<file path="src/rtl/pwm_pkg.sv">
// Shared constants and types for the single-channel PWM block.
// Latency: n/a (package only).
// Backpressure: n/a (package only).
package pwm_pkg;

   // Ticks per PWM period; also the duty value that means 100 %.
   localparam int PWM_PERIOD_TICKS = 100;
   // Width of duty command and internal counters (2**PWM_DUTY_W > PWM_PERIOD_TICKS).
   localparam int PWM_DUTY_W       = 7;

   typedef logic [PWM_DUTY_W-1:0] duty_t;

endpackage : pwm_pkg

</file>
<file path="src/rtl/pwm.sv">
// Single-channel PWM: fixed period of PERIOD_TICKS enable ticks, high time = latched duty.
// Latency: out is registered and lags the tick counter by one clk cycle.
// Backpressure: none; one_MHz_enable low freezes counter and duty, out holds its level.
//
// Ports:
//   clk            - system clock, all state changes on the rising edge
//   reset          - asynchronous active-low reset (0 = reset asserted)
//   one_MHz_enable - single-clk tick strobe, advances the period counter
//   duty_cycle     - requested duty in ticks (percent at 100 ticks); saturates at PERIOD_TICKS
//   out            - registered PWM waveform
module pwm
   import pwm_pkg::*;
#(
   parameter int PERIOD_TICKS = PWM_PERIOD_TICKS,
   parameter int DUTY_W       = PWM_DUTY_W
) (
   input  logic              clk,
   input  logic              reset,
   input  logic              one_MHz_enable,
   input  logic [DUTY_W-1:0] duty_cycle,
   output logic              out
);

   localparam logic [DUTY_W-1:0] LP_PERIOD = DUTY_W'(PERIOD_TICKS);
   localparam logic [DUTY_W-1:0] LP_LAST   = DUTY_W'(PERIOD_TICKS - 1);

   // Clamp a duty command to the full-period value.
   function automatic logic [DUTY_W-1:0] sat_duty(input logic [DUTY_W-1:0] i_duty);
      return (i_duty > LP_PERIOD) ? LP_PERIOD : i_duty;
   endfunction

   logic [DUTY_W-1:0] r_cnt;
   logic [DUTY_W-1:0] r_duty_q;
   logic              r_out;
   logic              w_wrap;

   assign w_wrap = (r_cnt == LP_LAST);

   always_ff @(posedge clk or negedge reset) begin
      if (!reset) begin
         r_cnt    <= '0;
         r_duty_q <= '0;
         r_out    <= 1'b0;
      end else begin
         if (one_MHz_enable) begin
            r_cnt <= w_wrap ? '0 : r_cnt + DUTY_W'(1);
            // Duty only changes at the period boundary so a mid-period
            // command never truncates or stretches the current pulse.
            if (w_wrap) begin
               r_duty_q <= sat_duty(duty_cycle);
            end
         end
         // Full duty (r_duty_q == PERIOD_TICKS) is above every counter
         // value, so the output stays high across the wrap.
         r_out <= (r_cnt < r_duty_q);
      end
   end

   assign out = r_out;

endmodule : pwm

</file>
<file path="config.mk">
export PLATFORM = sky130hd
export DESIGN_NAME = pwm
export DESIGN_NICKNAME = d
export VERILOG_FILES = /design/src/rtl/pwm_pkg.sv /design/src/rtl/pwm.sv
export SDC_FILE = /design/constraint.sdc
export NUM_CORES = 1
export LEC_CHECK = 0
export CORE_MARGIN = 2
export CORE_UTILIZATION = 27
export DETAILED_ROUTE_END_ITERATION = 12
export GPL_TIMING_DRIVEN = 0
export PLACE_DENSITY = 0.47
export SLEW_MARGIN = 20
export SYNTH_ARGS = -nofsm -noshare
export SYNTH_HDL_FRONTEND = slang
export SYNTH_SLANG_ARGS = --single-unit
</file>
<file path="constraint.sdc">
create_clock -name clk -period 1.8 [get_ports clk]
set_input_delay 0.27 -clock clk [delete_from_list [all_inputs] [get_ports clk]]
set_output_delay 0.27 -clock clk [all_outputs]
set_load 0.005 [all_outputs]
</file>
==> impl_metrics.yaml, run 1 <==
outcome:
  status: "finished clean"
routing:
  first_pass_iters: 4
  drt_iter0_markers: 8
  wirelength_um: 1450
  routedWlPerCell_um: 11.3
  vias: 610
  ant_nets: 0
  drc: 0
  vias_per_cell: 4.77
job:
  drv_cap: 0
final_layout:
  final_cell_mix: "dfrtp_1 (15), nand2_1 (10), clkdlybuf4s50_1 (9)"
  syn_to_final_growth_pct: 18.9
  layout.nets: 113
  final_area_um2: 1000
  layout_commonest_cell: "dfrtp_1"
  drive_above_1_share: 0.147
  num_antenna_cells: 0
synth:
  synth_area_um2: 841
  synth-seq-cells: 15
  synth_edf_count: 0
  syn_area_per_cell_um2: 10.3
  synth.net_count: 99
  ys_async_sr_fraction: 1.00
  synth_ff_type: "dfrtp_1"
  synthCells: 82
  ys_seq_area_frac: 0.446
  yosysUniqueCellTypes: 28
  yosys_warnings: 0
clock_network:
  cts.path.max_buffers: 2
  clk_pin_slew_worst_paths_ns: 0.09
  post_cts_buffers: 0
  cts.htree.levels: 1
  root_buffer: "clkbuf_4"
  ctsResizeCount: 0
  holdBufCountCts: 0
  cts_sinks: 15
  cts_buffers: 3
  cts_tree: "yes"
  clkLatencyLatePin_ns: 0.29
critical_path:
  arrival_ns: 1.72
  end_kind: "flip-flop"
  crit_path_max_fanout: 10
  rrSetupSlack_ns: 0.27
  setup.worst_path.class: "flip-flop to flip-flop"
  cp-start-kind: "flip-flop"
  cp_data_required_time_ns: 1.99
power_and_ir_drop:
  p_per_area_nw_per_um2: 1070
  irDropWorstVdd_uv: 510
  power.leakage_nw: 0.432
  power_mw: 1.07
global_routing:
  grt_max_degree: 16
  first_global_vias: 591
  grt.busiest_layer: "met2"
  antenna_found_initial: 0
  grt_overflow: 0
  grt_usage: 0.0961
  met3_usage: 0.0455
  grt.met1_usage: 0.113
  grt_util_met2: 0.155
  grt_pass1_wl_um: 2510
floorplanning:
  ioPinCount: 11
  core_um2: 3000
  die_area_um2: 3580
  die_y_um: 59.8
  start_util: 0.280
  die_x_um: 59.8
  rows: 20
min_path:
  min_path_type: "primary input to flip-flop"
placed_design:
  placed_cell_area_um2: 972
  place_congestion: 0.658
  preCtsSetupSlack_ns: 0.280
  buffer_ports.inserted: 9
  dp_hpwl_um: 1120
sta:
  slew_headroom: 0.544
  skew_ns: 0.00449
  post-route-period-util: 0.852
  timing.fmax_ghz: 0.652
  setup_tns_ns: 0
  final_max_slew_viol_count: 0
  finalWorstSetupSlack_ns: 0.266
  tightest_slew_ns: 0.682
  rsz0062_at_grt: "no"
  period_needed_ns: 1.53
  hold_viol: 0
  setup_violations: 0
## power breakdown
part,switching (mW),internal [mW]
sequential,0.102,0.410
combinational,0.156,0.202
clock,0.114,0.0827
total,0.372,0.695
## registers in the layout, summed over array words and instances, names as in the netlist
name	cells
out	1
r_duty_q	7
r_cnt	7
## synth_stat cells, types with 2 or more instances
cell | n | area (µm²)
a211oi_1 | 2 | 15.0
a21oi_1 | 5 | 25.0
a22o_1 | 2 | 17.5
dfrtp_1 | 15 | 375
ha_1 | 7 | 87.6
inv_1 | 6 | 22.5
mux2_2 | 3 | 33.8
nand2_1 | 10 | 37.5
nand4_1 | 2 | 12.5
nor2_1 | 7 | 26.3
o21ai_0 | 4 | 20.0
xnor2_1 | 3 | 26.3
## worst paths after layout
check,start,endpoint,cells after the start
worst min register to register,r_duty_q[3],r_duty_q[3],2
worst max register to register,r_cnt[0],r_duty_q[0],5
worst min-delay path,one_MHz_enable,r_cnt[1],2
worst max-delay path,r_cnt[0],r_duty_q[0],5
min in group asynchronous,reset,r_duty_q[2],1
max in group asynchronous,reset,r_cnt[4],1
## worst max-delay path, cell delays in order, from the launching register on
cell	delay (ns)
dfrtp_1	0.42
ha_1	0.24
and4b_4	0.28
nand3_4	0.10
buf_6	0.17
a22o_1	0.22
## kinds of logic (layout without fill, tap and decap cells)
| family | after synthesis | after routing | synth area share |
|---|---|---|---|
| and+or+nand+nor | 28 | 28 | 0.189 |
| AOI/OAI and AO/OA | 16 | 16 | 0.118 |
| DFF | 15 | 15 | 0.446 |
| buffers and inverters | 8 | 21 | 0.0491 |
| adders and majority gates | 7 | 7 | 0.104 |
| xor gates and xnor gates | 4 | 4 | 0.0417 |
| muxes | 4 | 4 | 0.0521 |
## layer usage
metal	vias to the layer above	routed length (µm)	part of all wire
li1	318	-	-
met1	280	682	0.47
met2	10	682	0.47
met3	2	65	0.045
met4	0	15	0.010
met5	-	0	0
## cell type report
cell class | count | area, µm²
clock inverters | 1 | 5.00
multi-input cells | 59 | 424
plain buffers | 2 | 18.8
fillers | 326 | 2000
flip-flops and latches | 15 | 375
repair buffers | 9 | 90.1
inverters | 6 | 22.5
clock buffers | 3 | 22.5
well taps | 33 | 41.3
## through the flow
stage	hold slack [ns]	instances	util
6_report	0.282	128	0.333
5_1_grt	0.276	128	0.333
4_1_cts	0.281	128	0.333
3_5_place_dp	0.480	124	0.324
3_3_place_gp	0.463	124	0.324
2_1_floorplan	-0.0256	82	-
Note: power is estimated with default switching activity, not from simulation.
==> run 2: changes to the inputs <==
Settings changed: CORE_UTILIZATION 27 to 49, PLACE_DENSITY 0.47 to 0.74.
==> run 2 against run 1 <==
Effect of this change: largest cell class unchanged; final cell count shrank 13%; highest routed layer unchanged; core utilization up 29 points; worst setup slack improved by 0.031 ns; maximum frequency is 2.0% higher; non-clock buffer count unchanged; register-to-register slack improved by 0.03 ns.
==> impl_metrics.yaml, run 2 (synthesized netlist as in run 1, its figures left out) <==
outcome:
  status: "finished clean"
power_and_ir_drop:
  seq_power_share: 0.481
  irDropWorstVdd_uv: 481
  internal-power_mw: 0.698
  power.leakage_nw: 0.429
  p_per_area_nw_per_um2: 1080
  combPwrFrac: 0.338
  p_sw_frac: 0.338
  clkPwrFrac: 0.180
  p_sw_mw: 0.356
  power_mw: 1.05
global_routing:
  grt_pass1_wl_um: 2390
  grt_overflow: 0
  grt_usage: 0.165
  grt_max_degree: 16
  antenna_found_initial: 0
  first_global_vias: 548
critical_path:
  arrival_ns: 1.68
  r2r-end: "r_duty_q[1]"
  r2r_cells: 5
  end_kind: "flip-flop"
  rrSetupSlack_ns: 0.30
  worstSetupStartpoint: "r_cnt[0]"
  setup.worst_path.class: "flip-flop to flip-flop"
  crit_path_max_fanout: 10
  r2r-start: "r_cnt[0]"
  cp_data_required_time_ns: 1.97
  cp-start-kind: "flip-flop"
sta:
  setup_violations: 0
  skew_ns: 0.00145
  period_needed_ns: 1.50
  hold_viol: 0
  finalWorstSetupSlack_ns: 0.296
  tightest_slew_ns: 0.671
  slew_headroom: 0.551
  final_max_slew_viol_count: 0
  timing.fmax_ghz: 0.665
  post-route-period-util: 0.835
  setup_tns_ns: 0
  rsz0062_at_grt: "no"
clock_network:
  clkLatencyLatePin_ns: 0.28
  ctsResizeCount: 0
  cts_tree: "yes"
  cts_buffers: 3
  cts.path.max_buffers: 2
  cts.htree.levels: 1
  post_cts_buffers: 0
  holdBufCountCts: 0
  cts_sinks: 15
  root_buffer: "clkbuf_4"
  clk_pin_slew_worst_paths_ns: 0.09
final_layout:
  final_cell_mix: "dfrtp_1 (15), nand2_1 (10), clkdlybuf4s50_1 (9)"
  drive_above_1_share: 0.137
  n_fill_cell: 130
  stdcell_count: 111
  syn_to_final_growth_pct: 16.2
  layout.nets: 113
  regArea_um2: 375
  num_antenna_cells: 0
  multi_input_area_um2: 424
  utilization: 0.627
  layout_commonest_cell: "dfrtp_1"
floorplanning:
  core_um2: 1560
  die_x_um: 45.4
  die_y_um: 45.4
  start_util: 0.539
  ioPinCount: 11
  rows: 14
  die_area_um2: 2060
routing:
  vias_per_cell: 5.46
  ant_nets: 0
  vias: 606
  wirelength_um: 1350
  drt_iter0_markers: 7
  routedWlPerCell_um: 12.1
  first_pass_iters: 2
  drc: 0
min_path:
  min_to: "r_cnt[1]"
  min_path_type: "primary input to flip-flop"
  holdCritStartpoint: "one_MHz_enable"
  min_path_cells: 2
placed_design:
  buffer_ports.inserted: 9
  dp_hpwl_um: 1040
  place_congestion: 0.775
  dp.cells: 107
  preCtsSetupSlack_ns: 0.308
job:
  drv_cap: 0
-- run 2: cell types whose count changed in the layout (fill, tap and decap cells not counted), sizes merged --
cell    before  now
clkinv       1    0
clkbuf       3    4
-- run 2: power by group through the flow --
stage / clock [mW] / sequential (mW) / combinational (mW)
CTS: 0.197 / 0.506 / 0.364
global placement: 0 / 0.513 / 0.347
finish: 0.190 / 0.507 / 0.357
floorplan: 0 / 0.492 / 0.269
detailed placement: 0 / 0.514 / 0.359
global route: 0.214 / 0.520 / 0.419
-- run 2: stage by stage --
step | instance area [µm²] | hold slack [ns]
6_report | 977 | 0.293
5_1_grt | 977 | 0.282
4_1_cts | 977 | 0.285
3_5_place_dp | 951 | 0.471
3_3_place_gp | 951 | 0.463
2_1_floorplan | 841 | -0.0256
-- run 2: how the worst max path moves through the flow --
stage | to | slack (ns) | cells after the start
6_report | r_duty_q[1] | 0.30 | 5
5_1_grt | r_duty_q[0] | 0.21 | 5
4_1_cts | r_duty_q[1] | 0.29 | 5
3_5_place_dp | r_duty_q[1] | 0.31 | 5
3_3_place_gp | r_duty_q[1] | 0.31 | 5
2_1_floorplan | r_duty_q[0] | 0.41 | 5
-- run 2: layout make-up --
| type | count | area share |
|---|---|---|
| buffer | 2 | 0.0192 |
| clock buffer | 4 | 0.0269 |
| tap | 16 | 0.0205 |
| sequential | 15 | 0.384 |
| multi-input combinational | 59 | 0.434 |
| timing repair buffer | 9 | 0.0922 |
| inverter | 6 | 0.0230 |
-- run 2: per-layer routing --
metal | global-route usage | wire (µm) | part of all wire
met5 | 0 | 0 | 0
met4 | 0.0706 | 13 | 0.0096
met3 | 0.0476 | 46 | 0.034
met2 | 0.245 | 624 | 0.46
met1 | 0.222 | 664 | 0.49
-- run 2: critical path, stage by stage, from the launching register on --
cell     delay [ns]
dfrtp_1        0.41
ha_1           0.23
and4b_4        0.28
nand3_4        0.09
buf_6          0.16
a22o_1         0.22
